==> config.mk <==
export PLATFORM = sky130hd
export DESIGN_NAME = mem_port_arbiter
export DESIGN_NICKNAME = d
export VERILOG_FILES = /design/src/rtl/mem_port_arbiter.sv
export SDC_FILE = /design/constraint.sdc
export NUM_CORES = 1
export LEC_CHECK = 0
export ABC_CLOCK_PERIOD_IN_PS = 4530
export BUFFER_PORTS_ARGS = -buffer_cell sky130_fd_sc_hd__buf_2
export CAP_MARGIN = 20
export CELL_PAD_IN_SITES_DETAIL_PLACEMENT = 0
export CELL_PAD_IN_SITES_GLOBAL_PLACEMENT = 2
export CORE_MARGIN = 3
export CORE_UTILIZATION = 24
export DETAILED_ROUTE_END_ITERATION = 8
export PLACE_DENSITY_LB_ADDON = 0.12
export SLEW_MARGIN = 20
export SYNTH_ARGS = -nofsm -noshare
export SYNTH_HDL_FRONTEND = slang
export SYNTH_SLANG_ARGS = --single-unit
==> constraint.sdc <==
create_clock -name i_clk -period 4.53 [get_ports i_clk]
set_input_delay 0.453 -clock i_clk [delete_from_list [all_inputs] [get_ports i_clk]]
set_output_delay 0.453 -clock i_clk [all_outputs]
set_load 0.02 [all_outputs]
==> src/rtl/mem_port_arbiter.sv <==
// Arbitrates one fixed-latency single-port memory between instruction fetch and the LSU.
// One transaction in flight; LSU priority with a starvation override for fetch; fetch flush on redirect.
module mem_port_arbiter #(
  parameter int ADDR_W     = 32,
  parameter int DATA_W     = 32,
  parameter int MEM_LAT    = 2,
  parameter int STARVE_MAX = 4
) (
  input  logic                i_clk,
  input  logic                i_rst,
  input  logic                i_if_req,
  input  logic [ADDR_W-1:0]   i_if_addr,
  input  logic                i_if_flush,
  output logic                o_if_gnt,
  output logic                o_if_rvalid,
  output logic [DATA_W-1:0]   o_if_rdata,
  output logic                o_if_busy,
  input  logic                i_ls_req,
  input  logic [ADDR_W-1:0]   i_ls_addr,
  input  logic                i_ls_wren,
  input  logic [DATA_W-1:0]   i_ls_wdata,
  input  logic [DATA_W/8-1:0] i_ls_bmask,
  output logic                o_ls_gnt,
  output logic                o_ls_rvalid,
  output logic [DATA_W-1:0]   o_ls_rdata,
  output logic                o_ls_busy,
  output logic                o_mem_req,
  output logic [ADDR_W-1:0]   o_mem_addr,
  output logic                o_mem_wren,
  output logic [DATA_W-1:0]   o_mem_wdata,
  output logic [DATA_W/8-1:0] o_mem_bmask,
  input  logic [DATA_W-1:0]   i_mem_rdata
);

  localparam int BM_W   = DATA_W / 8;
  localparam int CNT_W  = (MEM_LAT > 1) ? $clog2(MEM_LAT) : 1;
  localparam int SCNT_W = $clog2(STARVE_MAX + 1);

  typedef enum logic [1:0] {IDLE, ISSUE, WAIT} state_t;
  typedef enum logic {OWN_IF, OWN_LS} owner_t;

  state_t              state;
  owner_t              owner;
  logic [CNT_W-1:0]    lat_cnt;
  logic [SCNT_W-1:0]   starve_cnt;
  logic                flush_q;
  logic [ADDR_W-1:0]   addr_q;
  logic                wren_q;
  logic [DATA_W-1:0]   wdata_q;
  logic [BM_W-1:0]     bmask_q;

  logic in_idle, fetch_wins, done, if_owns, ls_owns, if_cancel;

  always_comb begin
    in_idle    = (state == IDLE) && !i_rst;
    fetch_wins = i_if_req && (!i_ls_req || starve_cnt == SCNT_W'(STARVE_MAX));
    o_if_gnt   = in_idle && fetch_wins;
    o_ls_gnt   = in_idle && i_ls_req && !fetch_wins;

    if_owns    = (state != IDLE) && (owner == OWN_IF);
    ls_owns    = (state != IDLE) && (owner == OWN_LS);
    done       = (state == WAIT) && (lat_cnt == '0);
    // A flush arriving in the completion cycle itself must also drop the response.
    if_cancel  = flush_q || i_if_flush;

    o_if_rvalid = done && (owner == OWN_IF) && !if_cancel;
    o_ls_rvalid = done && (owner == OWN_LS);
    o_if_rdata  = o_if_rvalid ? i_mem_rdata : '0;
    o_ls_rdata  = (o_ls_rvalid && !wren_q) ? i_mem_rdata : '0;
    o_if_busy   = (i_if_req || if_owns) && !o_if_rvalid;
    o_ls_busy   = (i_ls_req || ls_owns) && !o_ls_rvalid;

    o_mem_req   = (state == ISSUE);
    o_mem_addr  = o_mem_req ? addr_q  : '0;
    o_mem_wren  = o_mem_req && wren_q;
    o_mem_wdata = o_mem_req ? wdata_q : '0;
    o_mem_bmask = o_mem_req ? bmask_q : '0;
  end

  always_ff @(posedge i_clk) begin
    if (i_rst) begin
      state      <= IDLE;
      owner      <= OWN_IF;
      lat_cnt    <= '0;
      starve_cnt <= '0;
      flush_q    <= 1'b0;
      addr_q     <= '0;
      wren_q     <= 1'b0;
      wdata_q    <= '0;
      bmask_q    <= '0;
    end else begin
      case (state)
        IDLE: begin
          flush_q <= 1'b0;
          if (o_ls_gnt) begin
            state   <= ISSUE;
            owner   <= OWN_LS;
            addr_q  <= i_ls_addr;
            wren_q  <= i_ls_wren;
            wdata_q <= i_ls_wdata;
            bmask_q <= i_ls_bmask;
            if (i_if_req && starve_cnt != SCNT_W'(STARVE_MAX))
              starve_cnt <= starve_cnt + 1'b1;
          end else if (o_if_gnt) begin
            state      <= ISSUE;
            owner      <= OWN_IF;
            addr_q     <= i_if_addr;
            wren_q     <= 1'b0;
            wdata_q    <= '0;
            bmask_q    <= '1;
            starve_cnt <= '0;
          end
        end
        ISSUE: begin
          lat_cnt <= CNT_W'(MEM_LAT - 1);
          state   <= WAIT;
          if (owner == OWN_IF && i_if_flush) flush_q <= 1'b1;
        end
        WAIT: begin
          if (owner == OWN_IF && i_if_flush) flush_q <= 1'b1;
          if (lat_cnt == '0) begin
            state   <= IDLE;
            flush_q <= 1'b0;
          end else begin
            lat_cnt <= lat_cnt - 1'b1;
          end
        end
        default: state <= IDLE;
      endcase
    end
  end

endmodule
Yosys cells after proc, flatten, opt, wreduce, memory -nomap -nowiden
Cells that the tools add are included.
{"block": "word_totals", "regBits": 77, "input_bits": 138, "output_inout_bits": 140, "wordCells": 82}
{"block": "op_classes", "add_sub_neg": 2, "n_eq_ne": 7, "mux": 26, "bitwise_logic": 2, "n_reduce_logical": 36}
{"cell": "$mux 32", "count": 8}
{"cell": "$logic_and 1x1->1", "count": 17}
{"cell": "$mux 4", "count": 3}
{"cell": "$mux 3", "count": 3}
{"cell": "$logic_not 1->1", "count": 7}
{"cell": "$mux 1", "count": 6}
{"cell": "$mux 2", "count": 3}
{"cell": "$ne 3x3->1 const B", "count": 2}
{"cell": "$pmux 2 s3", "count": 1}
{"cell": "$reduce_bool 2->1", "count": 3}
{"cell": "$logic_or 1x1->1", "count": 4}
{"cell": "$reduce_and 2->1", "count": 2}
{"cell": "$add 3x1->3 const B", "count": 1}
{"cell": "$eq 3x3->1 const B", "count": 1}
{"cell": "$pmux 1 s3", "count": 1}
{"cell": "$reduce_and 3->1", "count": 1}
{"cell": "$reduce_bool 3->1", "count": 1}
{"cell": "$eq 2x1->1 const B", "count": 1}
{"cell": "$eq 2x2->1 const B", "count": 1}
{"cell": "$logic_not 2->1", "count": 1}
{"cell": "$ne 2x1->1 const B", "count": 1}
{"cell": "$ne 2x2->1 const B", "count": 1}
{"cell": "$not 1->1", "count": 2}
{"cell": "$pmux 1 s2", "count": 1}
{"cell": "$sub 1x1->1 const B", "count": 1}

Longest topological paths before layout
Gate-level depths: netlist (run 1).
{"block": "logic_depth", "depth_word": 7, "mapped_depth": 8, "ltp_nobuf": 6}

Worst setup path after synthesis (run 1)
Ideal clock, no wire load.
{"block": "synth_path", "path_kind": "flip-flop to output port", "from": "register state[0]", "to": "output port o_ls_rdata[10]", "t_arrival_ns": 1.522, "required_ns": 4.077, "setup_slack_ns": 2.555, "path_stages_with_launch": 7, "n_path_buf": 1, "cell_sequence": "dfxtp_1 -> inv_1 -> ha_1 -> and3b_1 -> and2b_1 -> clkbuf_2 -> and2_1"}
{"block": "synth_via", "elab_chain_cells": 5}
{"element": "start: declaration", "line": "42", "source": "state_t state;"}
{"element": "start signal: assignment", "line": "82", "source": "state <= IDLE;"}
{"element": "start signal: assignment", "line": "96", "source": "state <= ISSUE;"}
{"element": "start signal: assignment", "line": "105", "source": "state <= ISSUE;"}
{"element": "$eq 2x2->1", "line": "62", "source": "done = (state == WAIT) && (lat_cnt == '0);"}
{"element": "$logic_and 1x1->1", "line": "62"}
{"element": "$logic_and 1x1->1", "line": "67", "source": "o_ls_rvalid = done && (owner == OWN_LS);"}
{"element": "net o_ls_rvalid", "line": "24", "source": "output logic o_ls_rvalid,"}
{"element": "$logic_and 1x1->1", "line": "69", "source": "o_ls_rdata = (o_ls_rvalid && !wren_q) ? i_mem_rdata : '0;"}
{"element": "$mux 32", "line": "69"}
{"element": "end: declaration", "line": "25", "source": "output logic [DATA_W-1:0] o_ls_rdata,"}
The timed path passes the listed nets, and every way through them passes these cells.

Worst setup path in the final report (run 1)
{"block": "layout_path", "from": "register state[0]", "to": "output port o_ls_rdata[21]"}
{"block": "layout_via", "elab_chain_cells": 5}
{"element": "$eq 2x2->1", "line": "62"}
{"element": "$logic_and 1x1->1", "line": "62"}
{"element": "$logic_and 1x1->1", "line": "67"}
{"element": "$logic_and 1x1->1", "line": "69"}
{"element": "$mux 32", "line": "69"}
No other way between the ends.

==> results of run 1 <==
## cell families after synthesis
family                   after synthesis  share of synthesized area (%)
AO/OA/AOI/OAI                        213                           29.2
AND/OR/NAND/NOR                      202                           26.2
flip-flops                            77                           33.4
buffers and inverters                 75                           8.43
adder cells (fa/ha/maj)                7                           1.90
multiplexers                           4                          0.868
## cell type report
| type | instances | area, µm² |
|---|---|---|
| Clock inverter | 5 | 100 |
| Sequential cell | 77 | 1540 |
| Multi-Input combinational cell | 426 | 2710 |
| Inverter | 7 | 26.3 |
| Tap cell | 234 | 293 |
| Fill cell | 2077 | 12400 |
| Clock buffer | 10 | 229 |
| Timing Repair Buffer | 286 | 1460 |
## synth_stat cells
| cell | n |
|---|---|
| a21oi_2 | 10 |
| clkbuf_2 | 5 |
| inv_1 | 7 |
| dfxtp_1 | 77 |
| or3b_2 | 1 |
| a311oi_1 | 31 |
| buf_4 | 7 |
| nand3_1 | 38 |
| nand2_1 | 5 |
| nor3b_1 | 2 |
| nor2_1 | 9 |
| clkbuf_1 | 28 |
| and2_1 | 134 |
| a211oi_1 | 29 |
| nand3b_1 | 1 |
| or3_1 | 2 |
| nor4_2 | 1 |
| nand2b_1 | 1 |
| ha_1 | 7 |
| buf_2 | 21 |
| nand2b_4 | 1 |
| a211oi_2 | 5 |
| or2_2 | 1 |
| a2bb2oi_1 | 1 |
| o21ai_0 | 73 |
| and2b_1 | 2 |
| and3_1 | 1 |
| nor3_1 | 1 |
| buf_1 | 1 |
| buf_6 | 5 |
| a21bo_2 | 1 |
| buf_8 | 1 |
| mux2i_1 | 4 |
| a21oi_1 | 62 |
| and3b_1 | 2 |
| a311oi_2 | 1 |
## stage by stage
stage	utilization [%]	power (mW)	worst slack, ns
global placement	32.0	1.31	1.95
finish	33.9	2.12	1.80
global route	33.9	2.23	1.54
detailed placement	32.1	1.32	1.95
CTS	33.9	2.15	1.75
floorplan	-	1.14	2.55
## worst max-delay path, delay by kind of cell (launching register included)
family | cells | cell delay [ns]
simple gates | 3 | 1.09
fa+ha+maj | 1 | 0.24
flops | 1 | 0.34
buf+inv | 2 | 0.28
## where the power goes
part | switching [mW] | internal [mW] | total (mW)
logic | 0.321 | 0.196 | 0.517
clock network | 0.288 | 0.534 | 0.822
registers | 0.0357 | 0.742 | 0.778
total | 0.645 | 1.47 | 2.12
## registers in the layout, indices dropped and copies added (netlist names)
| register | flops |
|---|---|
| lat_cnt | 1 |
| addr_q | 32 |
| wdata_q | 32 |
| owner | 1 |
| wren_q | 1 |
| bmask_q | 4 |
| flush_q | 1 |
| starve_cnt | 3 |
| state | 2 |
## worst paths after layout
check,start,to,cells past startpoint
worst max-delay path,state[0],o_ls_rdata[21],6
worst min-delay path,i_ls_wdata[31],wdata_q[31],3
worst max register to register,starve_cnt[0],addr_q[27],6
worst min register to register,wdata_q[6],wdata_q[6],2
## metal layers
layer  up-vias  global-route usage, %
met1      2411                   20.7
li1       2505                      -
met3        20                   3.94
met2       177                   28.2
met4         2                   5.40
met5         -                      0
==> impl_metrics.yaml, run 1 <==
status:
  status: "finished clean"
floorplan:
  rows: 50
  dieHeight_um: 145
  start_util_pct: 24.6
  die_w_um: 145
  dieArea_um2: 20900
  pin_count: 278
  coreArea_um2: 18800
sta:
  min_period_ns: 2.73
  whs_ns: 0.359
  hold_viol_final: 0
  slew_viol_final: 0
  rsz0062_at_grt: "no"
  finalClockSkew_ns: 0.0103
  min_period_over_period_pct: 60.3
  setup_viol: 0
  tightestPinTransition_ns: 0.969
  max_freq_mhz: 366
  fin_setup_tns_ns: 0
  slew_headroom_pct: 35.4
power:
  ir_drop_mv: 0.165
  powerDensity_nw_per_um2: 333
  p_leak_nw: 3.00
synthesis:
  synthCells: 578
  syn_area_um2: 4610
  yosysWarningCount: 0
  yosysTopAreaCell: "dfxtp_1"
  ys_seq_area_share_pct: 33.4
  synth.lib_cells_used.distinct: 36
  yosysTopAreaCellShare_pct: 33.4
  synth_top_cells_by_area: "dfxtp_1 (33%), and2_1 (18%), o21ai_0 (7.9%), a21oi_1 (6.7%), a311oi_1 (5.9%)"
  syn_area_per_cell_um2: 7.98
  synthesis.nets: 723
  yosys_register_bits: 77
worst_setup_path:
  cp.arrival_ns: 2.28
  critical_path.max_fanout: 32
  regToRegSetupSlack_ns: 2.11
  start_kind: "flip-flop"
  crit_chain: "inv_1, ha_1, and3b_1, and2b_1, and2_1, buf_2"
  max_stage_delay_ns: 0.65
  required_ns: 4.08
  end_kind: "primary output"
  crit_type: "reg -> out"
  slowest_stage: "and2b_1"
clock_tree:
  cts_resized: 0
  clkTransAtPathRegs_ns: 0.06
  ctsRootBufferMaster: "clkbuf_16"
  hold_buffers: 0
  cts_tree: "built"
  cts_setup_buffers: 0
  numClockSinks: 77
  numCtsBuffers: 9
  cts_buffer_depth: 2
  htreeDepth: 3
  clock_latency_ns: 0.34
cells_and_area:
  most-common-layout-cells: "buf_2 (277), and2_1 (134), dfxtp_1 (77)"
  fin_cells: 1045
  final_common_cell: "buf_2"
  drive_above_1_share_pct: 40.0
  antenna_cells: 0
  area_delta_synth_final_pct: 37.7
  final_cell_area_um2: 6350
  final_nets: 952
place:
  dp_hpwl_um: 12400
  dpl.cell_count: 1030
  gp_congestion: 0.747
  io_buffers: 277
  dpl-instance-area_um2: 6030
drt:
  drt_iter0_markers: 157
  drc: 0
  via_per_inst: 4.89
  wl_per_cell_um: 17.3
  wl_met3_um: 1030
  routedLengthMet1_um: 8000
  vias: 5115
  highest_layer: "met5"
  drt_pre_antenna_iters: 6
  drt-total-wl_um: 18100
  route.met2.wl_um: 8790
  antenna_left: 0
grt:
  antenna_found_initial: 1
  grt_pass1_wl_um: 27500
  grt_pass1_vias: 5140
  gr-usage-all-layers_pct: 16.6
  grt_overflow: 0
  grt_start_max_net_pins: 68
min_path:
  hold_class: "in -> reg"
run:
  max_cap_viol_count: 0
No activity file was read; power rests on OpenSTA's default activity.
==> inputs of run 2 (changes only) <==
Settings changed: ABC_AREA set to 1, ABC_CLOCK_PERIOD_IN_PS 4530 to 2700, CORE_UTILIZATION 24 to 20.
Clock period 4.53 ns to 2.7 ns, I/O delays scaled along.
==> run 2 against run 1 <==
Compared with the run above:
- global-route usage decreased by 3.0 points
- register-to-register slack got worse by 1.4 ns
- critical path depth increased by 2
- first-iteration DRC count increased by 52%
- cell count increased by 25%
- critical path type unchanged
- combinational power increased to 3.2 times the previous value
- sequential power increased by 89%
- non-clock buffer count increased by 1
- worst hold slack got worse by 0.21 ns
- highest routed layer is now met4
- area after synthesis decreased by 2.3%
==> impl_metrics.yaml, run 2 <==
sta:
  slew_headroom_pct: 60.6
  hold_viol_final: 0
  whs_ns: 0.144
  rsz0062_at_grt: "no"
  tightestPinTransition_ns: 0.591
  setup_viol: 0
  max_freq_mhz: 415
  min_period_over_period_pct: 89.4
  slew_viol_final: 0
  finalClockSkew_ns: 0.00970
  min_period_ns: 2.41
  fin_setup_tns_ns: 0
synthesis:
  ys_top_cells_by_count: "nand2_1 (224), inv_1 (150), nor2_1 (136)"
  yosysWarningCount: 0
  yosysTopAreaCellShare_pct: 34.2
  syn_area_per_cell_um2: 5.85
  synth_top_cells_by_area: "dfxtp_1 (34%), nand2_1 (19%), inv_1 (12%), nor2_1 (11%), nand3_1 (8.3%)"
  synth_edf_count: 0
  yosys_register_bits: 77
  synth.lib_cells_used.distinct: 25
  ys_seq_area_share_pct: 34.2
  synth-async-reset-ratio_pct: 0
  synthesis.nets: 916
  yosysMostFrequentCell: "nand2_1"
  ys.flop_type: "dfxtp_1"
  syn_area_um2: 4510
  synthCells: 771
  yosysTopAreaCell: "dfxtp_1"
cells_and_area:
  largestRegisters: "addr_q x32, wdata_q x32, bmask_q x4"
  final_nets: 1170
  drive_above_1_share_pct: 31.2
  fillers: 2555
  final_cell_area_um2: 6410
  antenna_cells: 0
  area_delta_synth_final_pct: 42.2
  multiInputGateArea_um2: 2130
  final_common_cell: "buf_2"
  regArea_um2: 1540
  most-common-layout-cells: "buf_2 (277), nand2_1 (224), inv_1 (150)"
worst_setup_path:
  worst-path-stages: 8
  max_stage_delay_ns: 0.51
  reg2reg_to: "addr_q[22]"
  crit_type: "reg -> out"
  crit_chain: "inv_1, ha_1, nand2_1, nor2_1, inv_1, or2_2, nor2_1, buf_2"
  end_kind: "primary output"
  crit_end: "o_ls_rdata[21]"
  regToRegSetupSlack_ns: 0.72
  required_ns: 2.43
  slowest_stage: "or2_2"
  crit_start: "state[0]"
  start_kind: "flip-flop"
  cp.arrival_ns: 2.14
  reg2reg_depth: 10
  reg2reg_from: "state[0]"
  critPathTopFamily: "simple AND/OR/NAND/NOR gates"
  crit_buf_inv: 3
  critical_path.max_fanout: 32
place:
  io_buffers: 277
  dpl-instance-area_um2: 6100
  dp_hpwl_um: 12700
  gp_congestion: 0.765
drt:
  drc: 0
  drt-total-wl_um: 17300
  wl_per_cell_um: 13.2
  drt_iter0_markers: 238
  via_per_inst: 3.97
  drt_pre_antenna_iters: 4
  vias: 5204
  antenna_left: 0
power:
  ir_drop_mv: 0.277
  p_leak_nw: 4.17
  powerDensity_nw_per_um2: 690
floorplan:
  dieArea_um2: 24400
  die_w_um: 156
  coreArea_um2: 22000
  rows: 54
  start_util_pct: 20.5
  dieHeight_um: 156
  pin_count: 278
grt:
  grt_start_max_net_pins: 72
  grt_pass1_wl_um: 26500
  grt_overflow: 0
  grt_pass1_vias: 5073
  antenna_found_initial: 0
  gr-usage-all-layers_pct: 13.6
min_path:
  min_path_cells: 3
  hold_class: "in -> reg"
run:
  max_cap_viol_count: 0
clock_tree:
  htreeDepth: 3
  numCtsBuffers: 9
  cts_setup_buffers: 0
  ctsRootBufferMaster: "clkbuf_16"
  numClockSinks: 77
  clkTransAtPathRegs_ns: 0.07
  clock_latency_ns: 0.34
  cts_tree: "built"
  cts_buffer_depth: 2
status:
  status: "finished clean"
run 2: cell count changes in the layout (fill, tap and decap cells not counted), sizes merged, moves of 4 or more:
cell | previous run | this run
a311oi | 32 | 0
and2 | 134 | 0
a211oi | 34 | 0
nand3 | 38 | 75
inv | 7 | 160
o21ai | 73 | 5
nand2 | 5 | 226
nor2 | 9 | 138
mux2i | 4 | 0
a21oi | 72 | 40
run 2: how the worst min path moves through the flow:
stage,startpoint,end,slack [ns]
final,i_ls_bmask[3],bmask_q[3],0.14
after global routing,i_ls_bmask[3],bmask_q[3],0.15
after floorplan,i_ls_bmask[0],bmask_q[0],0.40
after CTS,i_ls_bmask[3],bmask_q[3],0.13
after detailed placement,wdata_q[12],wdata_q[12],0.46
after global placement,wdata_q[26],wdata_q[26],0.45
run 2: final cells by class:
type	count	area share, %
clock inverters	7	1.37
repair buffers	287	23.2
multi-input cells	494	33.2
well taps	280	5.47
clock buffers	9	3.51
flip-flops and latches	77	24.0
inverters	156	9.21
run 2: logic make-up after synthesis:
| group | synth area share, % |
|---|---|
| simple gates | 39.8 |
| buf+inv | 18.7 |
| flops | 34.2 |
| compound gates | 5.41 |
| fa+ha+maj | 1.94 |
run 2: report_power, final:
group	internal, mW	leakage [nW]	switching (mW)
Combinational	0.539	3.39	1.10
Clock	0.740	0.148	0.573
Sequential	1.35	0.631	0.115
Total	2.63	4.17	1.79
run 2: metal layers:
| metal | wire [µm] | vias up | track usage, % |
|---|---|---|---|
| li1 | - | 2759 | - |
| met5 | 0 | - | 0 |
| met2 | 8250 | 178 | 24.0 |
| met1 | 7510 | 2250 | 16.3 |
| met3 | 1260 | 17 | 3.36 |
| met4 | 264 | 0 | 3.96 |
run 2: repair_timing:
item / CTS / global route
hold buffers: 0 / 0
gates resized for setup: 1 / 0
endpoints found under the setup margin: 30 / 0
run 2: metrics by stage:
stage               total power [mW]  worst slack (ns)  utilization [%]  cells
floorplan                       2.62             0.567                -    771
global placement                3.19             0.501             27.8   1294
detailed placement              3.18             0.342             27.8   1294
CTS                             4.53             0.242             29.2   1310
global route                    4.79             0.118             29.2   1310
finish                          4.42             0.287             29.2   1310
run 2: worst reg2reg max path: stages, from the launching register on:
cell and delay (ns):
dfxtp_1 0.34, inv_1 0.11, ha_1 0.25, inv_2 0.06
nor2_2 0.13, o21ai_2 0.09, inv_2 0.35, buf_4 0.34
nand3_1 0.11, nand2_1 0.07, inv_1 0.03
==> inputs of run 3 (changes only) <==
Settings changed: ABC_AREA 1 to unset, CORE_UTILIZATION 20 to 23.
==> run 3 against run 2 <==
Compared with the run above:
- global-route usage grew 2.8 points
- setup slack better by 0.070 ns
- critical path depth fell by 2
- utilization increased by 3.5 points
- combinational power decreased by 45%
- power down 25%
- fmax grew 3.0%
- die area is 11% lower
==> impl_metrics.yaml, run 3 (synthesis gave the netlist of run 1 again) <==
drt:
  drt-total-wl_um: 18500
  drt_pre_antenna_iters: 7
  wl_per_cell_um: 17.1
  vias: 5076
  antenna_left: 0
  via_per_inst: 4.68
  drc: 0
  drt_iter0_markers: 180
min_path:
  hold_class: "in -> reg"
  min_from: "i_ls_wdata[31]"
clock_tree:
  cts_buffer_depth: 2
  hold_buffers: 0
  numClockSinks: 77
  htreeDepth: 3
  cts_setup_buffers: 0
  cts_tree: "built"
  ctsRootBufferMaster: "clkbuf_16"
  numCtsBuffers: 9
  clkTransAtPathRegs_ns: 0.06
  clock_latency_ns: 0.33
floorplan:
  start_util_pct: 23.6
  dieHeight_um: 148
  pin_count: 278
  dieArea_um2: 21800
  coreArea_um2: 19600
  rows: 51
  die_w_um: 148
place:
  dpl-instance-area_um2: 6130
  io_buffers: 277
  dp_hpwl_um: 12700
  gp_congestion: 0.763
worst_setup_path:
  crit_type: "reg -> out"
  start_kind: "flip-flop"
  critical_path.max_fanout: 32
  required_ns: 2.43
  reg2reg_from: "state[0]"
  crit_start: "state[0]"
  cp.arrival_ns: 2.07
  end_kind: "primary output"
cells_and_area:
  final_common_cell: "buf_2"
  drive_above_1_share_pct: 40.7
  final_cell_area_um2: 6400
  final_nets: 960
  fillers: 2166
  largestRegisters: "addr_q x32, wdata_q x32, bmask_q x4"
  most-common-layout-cells: "buf_2 (277), and2_1 (134), dfxtp_1 (77)"
  area_delta_synth_final_pct: 38.7
grt:
  grt_pass1_vias: 5053
  grt_overflow: 0
  antenna_found_initial: 0
  grt_start_max_net_pins: 44
  grt_pass1_wl_um: 29000
  gr-usage-all-layers_pct: 16.4
sta:
  fin_setup_tns_ns: 0
  tightestPinTransition_ns: 0.600
  hold_viol_final: 0
  max_freq_mhz: 427
  finalClockSkew_ns: 0.00327
  setup_viol: 0
  slew_headroom_pct: 60.0
  min_period_over_period_pct: 86.7
  rsz0062_at_grt: "no"
  slew_viol_final: 0
  min_period_ns: 2.34
status:
  status: "finished clean"
power:
  power_mw: 3.32
  p_leak_nw: 3.01
  ir_drop_mv: 0.260
  powerDensity_nw_per_um2: 519
run:
  max_cap_viol_count: 0
## run 3: cell count changes in the layout (fill, tap and decap cells not counted), moves of 8 or more
| cell | delta |
|---|---|
| a211oi_1 | +29 |
| and2_1 | +134 |
| buf_4 | +8 |
| nand2_1 | -219 |
| o21ai_0 | +69 |
| a21oi_1 | +26 |
| nand3_1 | -38 |
| nor2_1 | -128 |
| a311oi_1 | +31 |
| inv_1 | -143 |
## run 3: routing by layer
| metal | vias to the layer above | share of wire [%] | track usage (%) |
|---|---|---|---|
| met5 | - | 0 | 0 |
| met4 | 0 | 1.2 | 3.91 |
| met3 | 15 | 6.0 | 3.68 |
| met2 | 176 | 47 | 27.2 |
| met1 | 2366 | 45 | 21.6 |
| li1 | 2519 | - | - |
## run 3: where the power goes
part	leakage, nW	total, mW	switching [mW]	internal [mW]
Clock	0.130	1.13	0.489	0.636
Sequential	0.632	1.30	0.0579	1.25
Combinational	2.24	0.894	0.549	0.345
Total	3.01	3.32	1.10	2.23
## run 3: repair_timing
item                       CTS  global route
resized for setup            0             1
hold endpoints to repair     0             0
setup endpoints to repair    0            32
## run 3: area by class of cell
type	instances	area [µm²]	share of cell area, %
well taps	265	332	5.18
repair buffers	294	1530	23.8
diodes	1	2.50	0.0391
multi-input cells	426	2710	42.3
inverters	7	26.3	0.410
clock buffers	10	239	3.73
clock inverters	4	26.3	0.410
flip-flops and latches	77	1540	24.1
## run 3: through the flow
| step | utilization [%] | std cells | hold slack (ns) | worst slack [ns] |
|---|---|---|---|---|
| 2_1_floorplan | - | 578 | 0.418 | 0.908 |
| 3_3_place_gp | 31.3 | 1069 | 0.455 | 0.557 |
| 3_5_place_dp | 31.3 | 1069 | 0.464 | 0.466 |
| 4_1_cts | 32.7 | 1083 | 0.168 | 0.100 |
| 5_1_grt | 32.7 | 1083 | 0.172 | 0.152 |
| 6_report | 32.7 | 1084 | 0.186 | 0.358 |
## run 3: critical path, stage by stage (launching register included)
cell     delay [ns]
dfxtp_1        0.34
inv_1          0.11
ha_1           0.23
and3b_1        0.24
and2b_2        0.45
and2_1         0.20
buf_2          0.16
## run 3: path summary, 6_finish.rpt
kind / end / slack (ns) / depth (start not counted)
worst max-delay path: o_ls_rdata[23] / 0.36 / 6
worst max register to register: wdata_q[9] / 0.65 / 6
worst min-delay path: wdata_q[31] / 0.19 / 3
worst min register to register: wdata_q[10] / 0.47 / 2
